**src/rtl/instr_dispatch_ctrl.sv**
```systemverilog
// instr_dispatch_ctrl
// Instruction front-end for the matrix coprocessor. Incoming instructions are
// queued in a small FIFO, then a FETCH/DECODE/EXECUTE/RETIRE machine hands
// each one to a functional unit over a start/done handshake. Illegal opcodes
// and units that never answer are reported as one-cycle error pulses.
module instr_dispatch_ctrl #(
  parameter int INSTR_W     = 32,
  parameter int OPCODE_W    = 4,
  parameter int NUM_UNITS   = 12,
  parameter int FIFO_DEPTH  = 4,
  parameter int TIMEOUT_CYC = 1024,
  parameter int CNT_W       = 16
) (
  input  logic                          clk,
  input  logic                          reset_n,
  input  logic [INSTR_W-1:0]            instr_in,
  input  logic                          instr_valid,
  output logic                          instr_ready,
  output logic [$clog2(FIFO_DEPTH):0]   fifo_level,
  output logic [INSTR_W-1:0]            exec_instr,
  output logic [NUM_UNITS-1:0]          unit_start,
  input  logic [NUM_UNITS-1:0]          unit_done,
  output logic                          busy,
  output logic                          retire_pulse,
  output logic                          err_illegal,
  output logic                          err_timeout,
  output logic [CNT_W-1:0]              retired_count
);

  localparam int AW   = $clog2(FIFO_DEPTH);
  // Counter only has to reach TIMEOUT_CYC-1; keep at least one bit when disabled.
  localparam int TO_W = (TIMEOUT_CYC > 1) ? $clog2(TIMEOUT_CYC) : 1;
  localparam logic [TO_W-1:0] TO_LAST  = TO_W'((TIMEOUT_CYC > 0) ? (TIMEOUT_CYC - 1) : 0);
  localparam logic [AW:0]     FULL_LVL = (AW + 1)'(FIFO_DEPTH);

  typedef enum logic [1:0] {
    S_FETCH   = 2'd0,
    S_DECODE  = 2'd1,
    S_EXECUTE = 2'd2,
    S_RETIRE  = 2'd3
  } state_t;

  // Opcode 1..NUM_UNITS addresses a unit; 0 and anything above are illegal.
  function automatic logic op_is_legal(input logic [OPCODE_W-1:0] op);
    return (op != {OPCODE_W{1'b0}}) && (int'(op) <= NUM_UNITS);
  endfunction

  // One-hot start vector for a legal opcode (unit index is opcode-1).
  function automatic logic [NUM_UNITS-1:0] op_to_onehot(input logic [OPCODE_W-1:0] op);
    return NUM_UNITS'(1'b1) << (op - OPCODE_W'(1'b1));
  endfunction

  // ---------------------------------------------------------------------------
  // Instruction queue
  // ---------------------------------------------------------------------------
  logic [INSTR_W-1:0] mem_r [FIFO_DEPTH];
  logic [AW-1:0]      wr_ptr_r;
  logic [AW-1:0]      rd_ptr_r;
  logic [AW:0]        level_r;
  logic               full_s;
  logic               empty_s;
  logic               push_s;
  logic               pop_s;

  // ---------------------------------------------------------------------------
  // Dispatch state
  // ---------------------------------------------------------------------------
  state_t              state_r;
  logic [INSTR_W-1:0]  exec_instr_r;
  logic [NUM_UNITS-1:0] unit_start_r;
  logic [TO_W-1:0]     to_cnt_r;
  logic                retire_pulse_r;
  logic                err_illegal_r;
  logic                err_timeout_r;
  logic [CNT_W-1:0]    retired_cnt_r;

  logic [OPCODE_W-1:0]  op_s;
  logic                 op_legal_s;
  logic [NUM_UNITS-1:0] op_onehot_s;
  logic                 done_hit_s;
  logic                 to_expire_s;

  assign full_s  = (level_r == FULL_LVL);
  assign empty_s = (level_r == {(AW + 1){1'b0}});
  // No bypass: an instruction written on this edge is only visible next cycle.
  assign push_s  = instr_valid && !full_s;
  assign pop_s   = (state_r == S_FETCH) && !empty_s;

  assign op_s        = exec_instr_r[OPCODE_W-1:0];
  assign op_legal_s  = op_is_legal(op_s);
  assign op_onehot_s = op_to_onehot(op_s);
  // unit_start is one-hot for the executing opcode, so masking picks out
  // exactly the done bit of the active unit and ignores all others.
  assign done_hit_s  = |(unit_done & unit_start_r);
  assign to_expire_s = (TIMEOUT_CYC != 0) && (to_cnt_r == TO_LAST);

  // Queue payload storage, written on every accepted push.
  always_ff @(posedge clk) begin
    if (push_s) begin
      mem_r[wr_ptr_r] <= instr_in;
    end
  end

  // Queue pointers and occupancy; simultaneous push and pop leave level unchanged.
  always_ff @(posedge clk or negedge reset_n) begin
    if (!reset_n) begin
      wr_ptr_r <= {AW{1'b0}};
      rd_ptr_r <= {AW{1'b0}};
      level_r  <= {(AW + 1){1'b0}};
    end else begin
      if (push_s) begin
        wr_ptr_r <= wr_ptr_r + AW'(1'b1);
      end
      if (pop_s) begin
        rd_ptr_r <= rd_ptr_r + AW'(1'b1);
      end
      case ({push_s, pop_s})
        2'b10:   level_r <= level_r + (AW + 1)'(1'b1);
        2'b01:   level_r <= level_r - (AW + 1)'(1'b1);
        default: level_r <= level_r;
      endcase
    end
  end

  // Dispatch FSM with registered start, pulse and counter outputs.
  always_ff @(posedge clk or negedge reset_n) begin
    if (!reset_n) begin
      state_r        <= S_FETCH;
      exec_instr_r   <= {INSTR_W{1'b0}};
      unit_start_r   <= {NUM_UNITS{1'b0}};
      to_cnt_r       <= {TO_W{1'b0}};
      retire_pulse_r <= 1'b0;
      err_illegal_r  <= 1'b0;
      err_timeout_r  <= 1'b0;
      retired_cnt_r  <= {CNT_W{1'b0}};
    end else begin
      retire_pulse_r <= 1'b0;
      err_illegal_r  <= 1'b0;
      err_timeout_r  <= 1'b0;
      case (state_r)
        S_FETCH: begin
          if (!empty_s) begin
            exec_instr_r <= mem_r[rd_ptr_r];
            state_r      <= S_DECODE;
          end else begin
            state_r      <= S_FETCH;
          end
        end
        S_DECODE: begin
          to_cnt_r <= {TO_W{1'b0}};
          if (op_legal_s) begin
            unit_start_r <= op_onehot_s;
            state_r      <= S_EXECUTE;
          end else begin
            err_illegal_r <= 1'b1;
            state_r       <= S_FETCH;
          end
        end
        S_EXECUTE: begin
          // Done is checked first so it wins over a coinciding timeout.
          if (done_hit_s) begin
            unit_start_r   <= {NUM_UNITS{1'b0}};
            retire_pulse_r <= 1'b1;
            retired_cnt_r  <= retired_cnt_r + CNT_W'(1'b1);
            state_r        <= S_RETIRE;
          end else if (to_expire_s) begin
            unit_start_r  <= {NUM_UNITS{1'b0}};
            err_timeout_r <= 1'b1;
            state_r       <= S_FETCH;
          end else begin
            to_cnt_r <= to_cnt_r + TO_W'(1'b1);
          end
        end
        S_RETIRE: begin
          state_r <= S_FETCH;
        end
        default: begin
          unit_start_r <= {NUM_UNITS{1'b0}};
          state_r      <= S_FETCH;
        end
      endcase
    end
  end

  assign instr_ready   = !full_s;
  assign fifo_level    = level_r;
  assign exec_instr    = exec_instr_r;
  assign unit_start    = unit_start_r;
  assign busy          = (state_r != S_FETCH) || !empty_s;
  assign retire_pulse  = retire_pulse_r;
  assign err_illegal   = err_illegal_r;
  assign err_timeout   = err_timeout_r;
  assign retired_count = retired_cnt_r;

endmodule

```
**config.mk**
```make
export PLATFORM = sky130hd
export DESIGN_NAME = instr_dispatch_ctrl
export DESIGN_NICKNAME = d
export VERILOG_FILES = /design/src/rtl/instr_dispatch_ctrl.sv
export SDC_FILE = /design/constraint.sdc
export NUM_CORES = 1
export LEC_CHECK = 0
export CAP_MARGIN = 20
export CORE_AREA = 4 4 137 139
export CTS_CLUSTER_DIAMETER = 50
export DETAILED_ROUTE_END_ITERATION = 8
export DIE_AREA = 0 0 141 143
export HOLD_SLACK_MARGIN = 0.12
export PLACE_DENSITY = 0.74
export SLEW_MARGIN = 40
export SYNTH_ARGS = -nofsm -noshare
export SYNTH_HDL_FRONTEND = slang
export SYNTH_SLANG_ARGS = --single-unit
export TNS_END_PERCENT = 1
```
**constraint.sdc**
```tcl
create_clock -name clk -period 2.4 [get_ports clk]
set_input_delay 0.48 -clock clk [delete_from_list [all_inputs] [get_ports clk]]
set_output_delay 0.48 -clock clk [all_outputs]
set_load 0.005 [all_outputs]
```
### Word-level counts from Yosys, hierarchy flattened

Memories as Yosys holds them, arrays and structs flattened. A register that Yosys moved wholly into a read port is not among the register bits.
Index checks and enable logic that the tools add are counted.

| operators by class | value |
|---|---|
| order comparisons | 1 |
| shift-type cells | 1 |
| div/mod/pow operators | 0 |
| equality and inequality tests | 11 |
| bitwise logic cells | 2 |
| mux-type cells | 22 |
| multiply operators | 0 |
| reductions and logical operators | 18 |
| add/subtract/negate cells | 7 |

Operators with widths:

| kind | count |
|---|---|
| 12-bit 2-to-1 mux | 3 |
| 12-bit case mux with 2 select lines | 1 |
| 10-bit 2-to-1 mux | 2 |
| 10-bit case mux with 2 select lines | 1 |
| 16-bit by 1-bit adder with 16-bit output (second input constant) | 1 |
| 12-bit bitwise AND | 1 |
| 12-bit OR reduction | 1 |
| 1-bit by 4-bit << shifter with 12-bit output (first input constant) | 1 |
| 10-bit by 1-bit adder with 10-bit output (second input constant) | 1 |
| 10-bit equality test (second input constant) | 1 |
| 1-bit 2-to-1 mux | 10 |
| 2-bit case mux with 4 select lines | 1 |
| 2-bit equality test (second input constant) | 3 |
| 2-bit 2-to-1 mux | 3 |
| 2-bit inequality test (second input constant) | 3 |
| 3-bit case mux with 2 select lines | 1 |
| 3-bit AND reduction | 2 |
| 2-bit nonzero test | 3 |
| 2-bit by 1-bit adder with 2-bit output (second input constant) | 2 |
| 2-bit by 1-bit equality test with 1-bit output (second input constant) | 2 |
| 4-bit <= comparator (second input constant) | 1 |
| 2-bit AND reduction | 2 |
| 4-bit nonzero test | 1 |
| 4-bit by 1-bit subtractor with 4-bit output (second input constant) | 1 |
| 10 further kinds | 14 |

| word-level totals | value |
|---|---|
| bits in latches | 0 |
| bits in writable memories | 128 |
| ROM bits | 0 |
| register bits after elaboration | 50 |
| input port bits | 47 |
| memories kept | 1 |
| word-level logic and storage cells | 73 |
| output and inout port bits | 68 |

Memory list:

| memory | depth | bits a word | rd ports | clocked after memory_dff | wr ports | line | source |
|---|---|---|---|---|---|---|---|
| mem_r | 4 | 32 | 1 | 1 | 1 | 56 | `logic [INSTR_W-1:0] mem_r [FIFO_DEPTH];` |

### Longest topological paths before layout

| logic depth | value |
|---|---|
| depth after elaboration | 5 |
| depth in mapped cells | 11 |

### Worst setup path after synthesis

OpenSTA, ideal clock, no wires.

| timing path | value |
|---|---|
| path kind | reg-to-reg |
| from | register state_r[0] |
| to | register level_r[2] (netlist: fifo_level[2]) |
| path slack | 0.117 ns |
| cell stages (with the launch flop) | 12 |
| clock period less this slack | 2.283 ns |
| library setup time | 0.079 ns |
| data required time | 2.321 ns |
| arrival time | 2.203 ns |
| cell sequence | dfrtp_1 > inv_1 > ha_1 > nand2b_1 > clkinv_1 > buf_1 > ha_1 > inv_1 > fa_1 > xor2_1 > nor2_1 > xor2_1 |

| between the ends | value |
|---|---|
| longest elaborated chain between the ends | 4 |
| elaborated cells between the ends (all ways) | 6 |
| those cells by class | 2 x eq/ne; 1 x mux; 3 x reduce/logical |

Ends and longest elaborated chain:

| element | line | source |
|---|---|---|
| start, declared | 68 | `state_t state_r;` |
| start signal, assigned | 128 | `state_r <= S_FETCH;` |
| start signal, assigned | 144 | `state_r <= S_DECODE;` |
| start signal, assigned | 146 | `state_r <= S_FETCH;` |
| 2-bit logical NOT * | 87 | `assign pop_s = (state_r == S_FETCH) && !empty_s;` |
| 1-bit logical AND * | 87 |  |
| named net pop_s | 63 | `logic pop_s;` |
| 2-bit by 1-bit equality test with 1-bit output or 2-bit equality test (tied branches) | 117 | `case ({push_s, pop_s})` |
| 3-bit case mux with 2 select lines or 2-bit nonzero test (tied branches) | -- |  |
| end signal, assigned | 118 | `2'b10: level_r <= level_r + (AW + 1)'(1'b1);` |
| end signal, assigned | 119 | `2'b01: level_r <= level_r - (AW + 1)'(1'b1);` |
| end signal, assigned | 120 | `default: level_r <= level_r;` |
| end, declared | 59 | `logic [AW:0] level_r;` |

The timed path passes the listed nets; every way through them passes the cells marked *.
A chain may end at the register's enable or synchronous reset.

### Worst setup path in the final report

| timing path | value |
|---|---|
| from | register level_r[2] (netlist: fifo_level[2]) |
| to | output port busy |

| between the ends | value |
|---|---|
| longest elaborated chain between the ends | 3 |

Ends and longest elaborated chain:

| element | line | source |
|---|---|---|
| start signal, assigned | 109 | `level_r <= {(AW + 1){1'b0}};` |
| start signal, assigned | 118 |  |
| start signal, assigned | 119 |  |
| 3-bit logical NOT | 84 | `assign empty_s = (level_r == {(AW + 1){1'b0}});` |
| 1-bit logical NOT | 189 | `assign busy = (state_r != S_FETCH) \|\| !empty_s;` |
| 1-bit logical OR | 189 |  |
| end, declared | 23 | `output logic busy,` |

Every way passes these cells.

==> out/results.txt <==
outcome: finished clean
clk buf depth: 3
busiest grt layer: met2
Peak VDD IR: 868.7 uV
Reg area: 5898 sq um
critical path's slowest cell: dfrtp_1
fraction of layout cells with a size suffix above 1: 19.39%
ant diodes: 0
ys async rst share: 39.05%
Synth Area in Compound Gates: 4.279%
WP buf/inv: 2
Tmin final: 2.306 ns
Total Wirelength: 16.92 mm
fill cell count: 1292
sequential area share after synthesis: 69.77%
dominant cell type by area after synthesis: edfxtp_1
CP max stage delay: 0.45 ns
max_cap viols: 0
Max-slew headroom: 65.26%
final worst-path cycle share: 96.09%
I/O pins: 115
clock skew: 0.01644 ns
area growth from synthesis to layout: 26.99%
Critical Path Start Type: flop
H-tree levels: 1
post-synthesis mux area share: 13.04%
Fin. Hold Viols: 0
unrepaired setup endpoints after global routing: false
Setup WS post-layout: 0.09382 ns
met2 usage: 29.66%
Worst Path Required: 1.92 ns
HPWL after DPL: 10.69 mm
delay-heaviest family, CP: buffers and inverters
clk sinks: 210
Placer Congestion: 0.8629
Syn Inst Count: 507
CTS Buf Count: 23
Pre-antenna DRT Iters: 5
LEAKAGE: 0.004038 uW
drt initial violations: 452
yosys warns: 0
largest net degree at the start of global routing: 38
kind of critical path: flop to primary output
Nets: 698
global-route wire length before repair: 27.66 mm
synth top area cells: edfxtp_1 (45%), dfrtp_1 (24%), mux4_2 (8.5%), mux2_2 (4.4%), ha_1 (1.6%)
clock-pin slew on the worst setup and hold paths: 0.06 ns
Die H: 143 um
GRT met3 Usage: 3.650%
Core Footprint: 17660 sq um
met1 GRT Util: 22.54%
Die X: 141 um
Final Max Slew Viols: 0
worst-path cell chain: nor3_4 -> buf_4 -> nand2_1 -> clkdlybuf4s50_1
Root Driver: clkbuf_16
row count: 49
Slew @ Worst Pin: 0.5211 ns
Min-Delay Path Class: flop to flop
final setup fails: 0
GRT Total Usage: 17.11%
f_max: 433.6 MHz
DRT antenna net count: 0
I/O Buffers: 114
vias in the first global route: 5235
initial antenna violation count: 0
largest family of logic cells by synthesized area: multiplexers
adder-cell share of the synthesized area: 1.866%
WL/cell: 19.14 um
vias: 4906
Primary FF master, synth: edfxtp_1
Final Util: 60.78%
syn_area_per_cell: 16.67 sq um
Synthesized Nets: 566
Multi-input gate area: 2401 sq um
CTS tree: yes
Post-synth EDFFs: 128
cell with the most instances after synthesis: edfxtp_1
Critical Path Fanout Max: 4
full die area: 20160 sq um
Synth top cells by count: edfxtp_1 (128), dfrtp_1 (82), mux2_2 (33)
Yosys cell types: 52
critical path endpoint category: primary output
synthesized area: 8451 sq um
clk_lat worst skew: 0.49 ns
Synth Area in Simple Gates: 6.796%
Synth Area in XOR/XNOR: 2.176%
critical path arrival: 1.83 ns
share of the synthesized area in the top cell type: 45.48%
Initial Util: 47.86%
flops & latches, synth: 210
Via density: 5.550
P per Cell Area: 1267 nW/um^2
worst slack at placement: -0.02751 ns
DRC Markers: 0
gr ovfl total: 0
Post CTS Setup Buffer Count: 0
==> layout make-up <==
type	count	area share [%]
well taps	229	2.670
multi-input cells	255	22.37
clock buffers	32	5.865
flip-flops and latches	210	54.96
clock inverters	9	0.7928
repair buffers	133	12.78
inverters	16	0.5596
==> registers in the layout (all words and copies together) (netlist names) <==
register / count
err_illegal: 1
err_timeout: 1
exec_instr: 32
fifo_level: 3
mem_r: 128
rd_ptr_r: 2
retire_pulse: 1
retired_count: 16
state_r: 2
to_cnt_r: 10
unit_start: 12
wr_ptr_r: 2
==> power breakdown <==
part	leakage, uW	total [uW]	internal, uW	switching, uW
combinational	0.00148	4880	2590	2290
sequential	0.00221	5420	4840	582
clock	0.000348	3300	1950	1350
total	0.00404	13600	9380	4220
==> what timing repair did <==
item	4_1_cts	5_1_grt
setup endpoints to repair	1	1
endpoints found under the hold margin	34	0
gates cloned	0	0
hold buffers	1	0
gates resized for setup	1	1
pin swaps	0	1
==> cells by family after synthesis <==
| logic type | after synthesis |
|---|---|
| AO/OA/AOI/OAI | 47 |
| buffers and inverters | 42 |
| adder cells (fa/ha/maj) | 12 |
| flip-flops | 210 |
| multiplexers | 66 |
| AND/OR/NAND/NOR | 109 |
| XOR/XNOR | 21 |
==> metal layers <==
metal / routed length, um / share of wire, %
met3: 1081 / 6.4
met1: 7025 / 42
met5: 0 / 0
met4: 213 / 1.3
met2: 8603 / 51
==> path summary, 6_finish.rpt <==
check	startpoint	end	slack (ns)	cells after the start
worst min-delay path	retired_count[15]	retired_count[15]	0.47	1
max in group asynchronous	reset_n	retired_count[13]	1.31	3
worst max register to register	fifo_level[0]	fifo_level[2]	0.18	10
worst min register to register	retired_count[15]	retired_count[15]	0.47	1
min in group asynchronous	reset_n	err_timeout	0.51	2
worst max-delay path	fifo_level[2]	busy	0.09	4
==> metrics by stage <==
step / hold slack (ns) / cell area [sq um] / total power, uW / instances / setup TNS, ns
after floorplan: 0.1844 / 8451 / 8266 / 507 / 0
after global placement: 0.4567 / 9996 / 10210 / 842 / 0
after detailed placement: 0.4767 / 9996 / 10420 / 842 / -0.04426
after CTS: 0.4875 / 10730 / 13780 / 884 / 0
after global routing: 0.5145 / 10730 / 14390 / 884 / 0
final: 0.4743 / 10730 / 13600 / 884 / 0
==> placed cells by master (no fill, tap or decap), types with 4 or more instances in the layout <==
cell             synthesis  layout
xnor2_1                 11      11
dfrtp_1                 82      80
mux2_2                  33      33
buf_4                    0      12
a22oi_1                  7       7
buf_12                   0       7
o2bb2ai_1                5       5
edfxtp_1               128     128
clkdlybuf4s50_1          0     113
nand2_1                 30      30
nand4_1                  6       6
a21oi_1                  4       4
ha_1                    11      11
and3_2                   0       4
and3_1                  14      10
clkbuf_16                0      23
mux4_2                  32      32
inv_1                   14      14
nand3_1                 12      12
a21o_1                   6       6
xor2_1                  10      10
nor3_1                  16      14
nor2_1                  11      11
clkbuf_1                14       7
Note: power is estimated with default switching activity, not from simulation.
